File: src/rtl/riscv_regfile_mp_pkg.sv
// Shared configuration for the multi-port register file: default data width and register counts.
// The optional write-to-read bypass is enabled by defining RISCV_REGFILE_BYPASS_EN (undefined by default).
`ifndef XLEN
`define XLEN 32
`endif

package riscv_regfile_mp_pkg;
    localparam int RV32I_NREG = 32;
    localparam int RV32E_NREG = 16;
    localparam int RV32I_AW   = $clog2(RV32I_NREG);
    localparam int RV32E_AW   = $clog2(RV32E_NREG);
endpackage

File: src/rtl/riscv_regfile_wrsel.sv
// Resolves the write enable and write data for one register address across all write ports.
// Higher port index wins. Address 0 never matches.
module riscv_regfile_wrsel
    import riscv_regfile_mp_pkg::*;
#(
    parameter int XLEN = `XLEN,
    parameter int AW   = RV32I_AW,
    parameter int NWR  = 1
) (
    input  logic [AW-1:0]       i_addr,
    input  logic [NWR-1:0]      i_wr_en,
    input  logic [NWR*AW-1:0]   i_wr_addr,
    input  logic [NWR*XLEN-1:0] i_wr_data,
    output logic                o_hit,
    output logic [XLEN-1:0]     o_data
);

    always_comb begin
        o_hit  = 1'b0;
        o_data = '0;
        for (int j = 0; j < NWR; j++) begin
            if (i_wr_en[j] && (i_wr_addr[j*AW +: AW] == i_addr) && (i_addr != '0)) begin
                o_hit  = 1'b1;
                o_data = i_wr_data[j*XLEN +: XLEN];
            end
        end
    end

endmodule

File: src/rtl/riscv_regfile_mp.sv
// Multi-port integer register file with a per-register pending-write scoreboard.
// Define RISCV_REGFILE_BYPASS_EN to forward same-cycle write data to the read ports.
module riscv_regfile_mp
    import riscv_regfile_mp_pkg::*;
#(
    parameter int XLEN = `XLEN,
    parameter int NREG = RV32I_NREG,
    parameter int AW   = $clog2(NREG),
    parameter int NRD  = 2,
    parameter int NWR  = 1
) (
    input  logic                i_clk,
    input  logic                i_rstn,
    input  logic [NRD*AW-1:0]   i_rd_addr,
    output logic [NRD*XLEN-1:0] o_rd_data,
    output logic [NRD-1:0]      o_rd_busy,
    input  logic [NWR-1:0]      i_wr_en,
    input  logic [NWR*AW-1:0]   i_wr_addr,
    input  logic [NWR*XLEN-1:0] i_wr_data,
    input  logic                i_sb_set,
    input  logic [AW-1:0]       i_sb_addr,
    output logic [AW:0]         o_busy_cnt
);

    logic [XLEN-1:0] rf_q [NREG];
    logic [XLEN-1:0] wr_data [NREG];
    logic [NREG-1:0] wr_hit;
    logic [NREG-1:0] busy_q;
    logic [NREG-1:0] busy_d;
    logic [NREG-1:0] sb_set_vec;
    logic [AW:0]     cnt_q;
    logic [AW:0]     cnt_d;
    logic [AW:0]     n_clr;
    logic            n_set;

    for (genvar g = 0; g < NREG; g++) begin : g_wrsel
        riscv_regfile_wrsel #(
            .XLEN (XLEN),
            .AW   (AW),
            .NWR  (NWR)
        ) u_wrsel (
            .i_addr    (AW'(g)),
            .i_wr_en   (i_wr_en),
            .i_wr_addr (i_wr_addr),
            .i_wr_data (i_wr_data),
            .o_hit     (wr_hit[g]),
            .o_data    (wr_data[g])
        );
    end

    // Register 0 is reset like the others but never loaded, so it reads 0 forever.
    always_ff @(posedge i_clk or negedge i_rstn) begin
        if (!i_rstn) begin
            for (int i = 0; i < NREG; i++) begin
                rf_q[i] <= '0;
            end
        end else begin
            for (int i = 1; i < NREG; i++) begin
                if (wr_hit[i]) begin
                    rf_q[i] <= wr_data[i];
                end
            end
        end
    end

    always_comb begin
        sb_set_vec = '0;
        if (i_sb_set && (i_sb_addr != '0)) begin
            sb_set_vec[i_sb_addr] = 1'b1;
        end
    end

    // A set wins over a clear of the same register: the newly issued producer is still in flight.
    assign busy_d = sb_set_vec | (busy_q & ~wr_hit);

    always_comb begin
        n_clr = '0;
        for (int i = 0; i < NREG; i++) begin
            n_clr = n_clr + (AW+1)'(busy_q[i] & wr_hit[i] & ~sb_set_vec[i]);
        end
        n_set = |(sb_set_vec & ~busy_q);
        cnt_d = cnt_q + (AW+1)'(n_set) - n_clr;
    end

    always_ff @(posedge i_clk or negedge i_rstn) begin
        if (!i_rstn) begin
            busy_q <= '0;
            cnt_q  <= '0;
        end else begin
            busy_q <= busy_d;
            cnt_q  <= cnt_d;
        end
    end

    assign o_busy_cnt = cnt_q;

    for (genvar k = 0; k < NRD; k++) begin : g_rd
        logic [AW-1:0]   rd_addr;
        logic [XLEN-1:0] rd_data;
        logic            rd_busy;

        assign rd_addr = i_rd_addr[k*AW +: AW];

`ifdef RISCV_REGFILE_BYPASS_EN
        logic            byp_hit;
        logic [XLEN-1:0] byp_data;

        riscv_regfile_wrsel #(
            .XLEN (XLEN),
            .AW   (AW),
            .NWR  (NWR)
        ) u_byp (
            .i_addr    (rd_addr),
            .i_wr_en   (i_wr_en),
            .i_wr_addr (i_wr_addr),
            .i_wr_data (i_wr_data),
            .o_hit     (byp_hit),
            .o_data    (byp_data)
        );

        assign rd_data = byp_hit ? byp_data : rf_q[rd_addr];
        assign rd_busy = busy_q[rd_addr] & ~byp_hit;
`else
        assign rd_data = rf_q[rd_addr];
        assign rd_busy = busy_q[rd_addr];
`endif

        // Gated by reset so a forwarded write cannot leak out while reset is held.
        assign o_rd_data[k*XLEN +: XLEN] = i_rstn ? rd_data : '0;
        assign o_rd_busy[k]              = i_rstn & rd_busy;
    end

endmodule

File: config.mk
export PLATFORM = sky130hd
export DESIGN_NAME = riscv_regfile_mp
export DESIGN_NICKNAME = d
export VERILOG_FILES = /design/src/rtl/riscv_regfile_mp_pkg.sv /design/src/rtl/riscv_regfile_wrsel.sv /design/src/rtl/riscv_regfile_mp.sv
export SDC_FILE = /design/constraint.sdc
export NUM_CORES = 2
export LEC_CHECK = 0
export BUFFER_PORTS_ARGS = -buffer_cell sky130_fd_sc_hd__buf_2
export CAP_MARGIN = 10
export CORE_ASPECT_RATIO = 0.7
export CORE_MARGIN = 4
export CORE_UTILIZATION = 65
export CTS_CLUSTER_SIZE = 28
export DETAILED_ROUTE_END_ITERATION = 8
export HOLD_SLACK_MARGIN = 0.08
export PLACE_DENSITY = 0.93
export SETUP_SLACK_MARGIN = 0.02
export SLEW_MARGIN = 0
export SYNTH_ARGS = -nofsm -noshare
export SYNTH_HDL_FRONTEND = slang
export SYNTH_SLANG_ARGS = --single-unit
File: constraint.sdc
create_clock -name i_clk -period 11.2 [get_ports i_clk]
set_input_delay 0.56 -clock i_clk [delete_from_list [all_inputs] [get_ports i_clk]]
set_output_delay 0.56 -clock i_clk [all_outputs]
set_load 0.05 [all_outputs]
==> results.cfg <==
[finish]
drive_gt1_share_pct = 46.8
mostFrequentLayoutCell = dfrtp_1
final_cell_mix = dfrtp_1 (1030), mux2_2 (950), mux4_2 (465), mux2i_1 (260), nand2_1 (225)
nets = 3919
postLayoutCellArea_um2 = 61200
fin_util_pct = 70.9
area.growth.synth_to_final_pct = 7.92

[sta]
fmax_mhz = 137
finalCritPeriodShare_pct = 65.0
slew_headroom_pct = 15.6
final-setup-viol-count = 0
min_period_ps = 7280
tns_ps = 0
report.final.slew_viol_count = 0
rsz0062_at_grt = false
tightest_slew_ps = 1270
hold_viol = 0
clock_skew_ps = 16.2

[worst_setup_path]
crit_chain = buf_2 -> or2_1 -> or3_2 -> inv_2 -> nand3_1 -> fa_1 -> inv_1 -> ha_1 -> inv_1 -> ha_1 -> inv_1 -> fa_1 -> inv_1 -> fa_1 -> fa_1 -> fa_1 -> inv_1 -> fa_1 -> inv_1 -> ha_1 -> inv_1 -> fa_1 -> xor2_1 -> xnor2_1
critical_path_peak_fanout = 34
cp-start-kind = input port
crit_slowest_cell = or3_2
crit_path_end_kind = flop
crit_required_ps = 11800
max_stage_delay_ps = 1010
worstPathArrival_ps = 7870
critPathKind = input port to flop

[grt]
grt_pass1_vias = 40200
grt_pass1_wl_um = 261000
grt_usage_pct = 38.0
antenna_found_initial = 19
grt_overflow = 0
grt_start_max_net_pins = 158

[floorplan]
die_w_um = 361
ios = 128
rows = 90
fp.dieH_um = 255
dieArea_um2 = 92000
coreArea_um2 = 86300
initial_core_util_pct = 65.7

[cts]
htree_levels = 3
clock_latency_ps = 680
cts_buffers = 100
cts_tree = done
post-cts-setup-buffers = 0
cts_buffer_depth = 3
cts_root_buf = clkbuf_16
cts.sinks = 1030
clk_pin_slew_worst_paths_ps = 70
post_cts_resized = 0

[power]
p_leak_uw = 0.0270
vdd_ir_drop_max_uv = 151
p_total_uw = 11400
p_per_area_nw_per_um2 = 186

[route]
wl_um = 174000
vias = 38800
wire_per_inst_um = 34.4
drtPass1Iterations = 6
ant_nets = 0
drc_errors = 0
via_per_inst = 7.68
drtIter0Drc = 5407

[logic_synthesis]
synth_flop_cell = dfrtp_1
synth_edf_count = 0
yosys_warnings = 32
async_flop_share_pct = 100
synth_compound_area_share_pct = 3.57
avgSynthCellArea_um2 = 14.5
ys_seq_elements = 1030
synth-simple-area-share_pct = 3.21
synthXorXnorAreaFrac_pct = 0.0464
synth_fp_nets = 4021
synthCells = 3911
netlist_area_um2 = 56700
ys_seq_area_share_pct = 45.5
muxShareOfSynthArea_pct = 42.3
synthDistinctLibCells = 56
synth_top_family_by_area = multiplexers
synthAdderAreaFrac_pct = 1.58

[flow_run]
max_cap_violations = 0

[place]
place_area_um2 = 57600
hpwl_um = 93100
gp_congestion = 0.962
numPortBuffers = 127

[status]
status = completed

[hold_path]
holdCritPathClass = input port to flop
## metal layers
metal | routed length, um | global-route usage (%)
met4 | 11600 | 21.4
met1 | 61800 | 49.6
met3 | 24000 | 14.9
met5 | 91 | 0
met2 | 76500 | 55.2
## path summary, 6_finish.rpt
kind / from / cells after the start / slack, ps / endpoint
max in group asynchronous: i_rstn / 5 / 7550 / rf_q[6]
setup / recovery: i_wr_addr[3] / 24 / 3920 / o_busy_cnt[5]
hold / removal: i_wr_data[17] / 3 / 340 / rf_q[465]
hold reg to reg: busy_q[0] / 0 / 410 / busy_q[0]
min in group asynchronous: i_rstn / 2 / 490 / rf_q[219]
setup reg to reg: busy_q[24] / 25 / 4850 / o_busy_cnt[5]
## Yosys cell counts, types with 3 or more instances
cell type,count,area share [%]
a211oi_1,62,0.82
a21oi_1,8,0.071
a221o_1,62,1.1
a22o_1,3,0.046
a31oi_1,5,0.055
and3_1,4,0.044
and4_1,3,0.046
buf_1,27,0.18
buf_2,159,1.4
buf_4,38,0.50
buf_6,11,0.22
clkbuf_1,168,1.1
dfrtp_1,1030,45
fa_1,29,1.0
ha_1,25,0.55
inv_1,63,0.42
mux2_1,16,0.32
mux2_2,950,19
mux2i_1,260,4.6
mux4_2,465,18
nand2_1,241,1.6
nand2b_1,12,0.13
nand3_1,16,0.14
nand3b_1,3,0.040
nand4_1,6,0.066
nor2_1,88,0.58
nor2_4,4,0.079
nor2b_1,9,0.099
nor3_1,8,0.071
nor3b_1,5,0.066
o211ai_1,5,0.066
o21ai_0,20,0.18
o221ai_1,63,0.97
o22ai_1,9,0.099
or2_1,3,0.033
or3_1,5,0.055
## sequential cells by signal, summed over array words and instances, names as in the netlist
| signal | count |
|---|---|
| busy_q | 32 |
| o_busy_cnt | 6 |
| rf_q | 992 |
## cells by family (layout without fill, tap and decap cells)
group	count (synthesis)	count (layout)
muxes	1691	1691
DFF	1030	1030
buffers and inverters	467	449
and+or+nand+nor	418	418
AOI/OAI and AO/OA	248	248
adders and majority gates	54	54
xor gates and xnor gates	3	3
other	0	11
## where the power goes
part	switching, uW	total (uW)	leakage [uW]	internal [uW]
Clock	1540	3650	0.00173	2120
Combinational	1220	2620	0.0122	1410
Sequential	656	5120	0.0131	4470
Total	3410	11400	0.0270	7990
## critical path, delay by kind of cell
family        cells  cell delay, ps
fa+ha+maj        10            3840
xor+xnor          2             330
simple gates      3            1530
buf+inv           9            1560
## what timing repair did
action	in CTS	in global routing
hold endpoints to repair	88	0
endpoints found under the setup margin	0	0
hold buffers	1	0
## metrics by stage
step	instances	hold slack (ps)	worst slack (ps)
2_1_floorplan	3911	264	4860
5_1_grt	5047	371	3820
4_1_cts	5043	328	4030
6_report	5054	340	3920
3_3_place_gp	4856	387	3460
3_5_place_dp	4856	396	3320
## area by class of cell
cell class,instances,area (um^2)
Fill cell,5063,25100
Antenna cell,11,27.5
Timing Repair Buffer,199,1300
Tap cell,1150,1440
Inverter,64,240
Sequential cell,1030,25800
Clock inverter,51,676
Clock buffer,135,2850
Multi-Input combinational cell,2414,28800
Power figures use the tool's default switching activity.
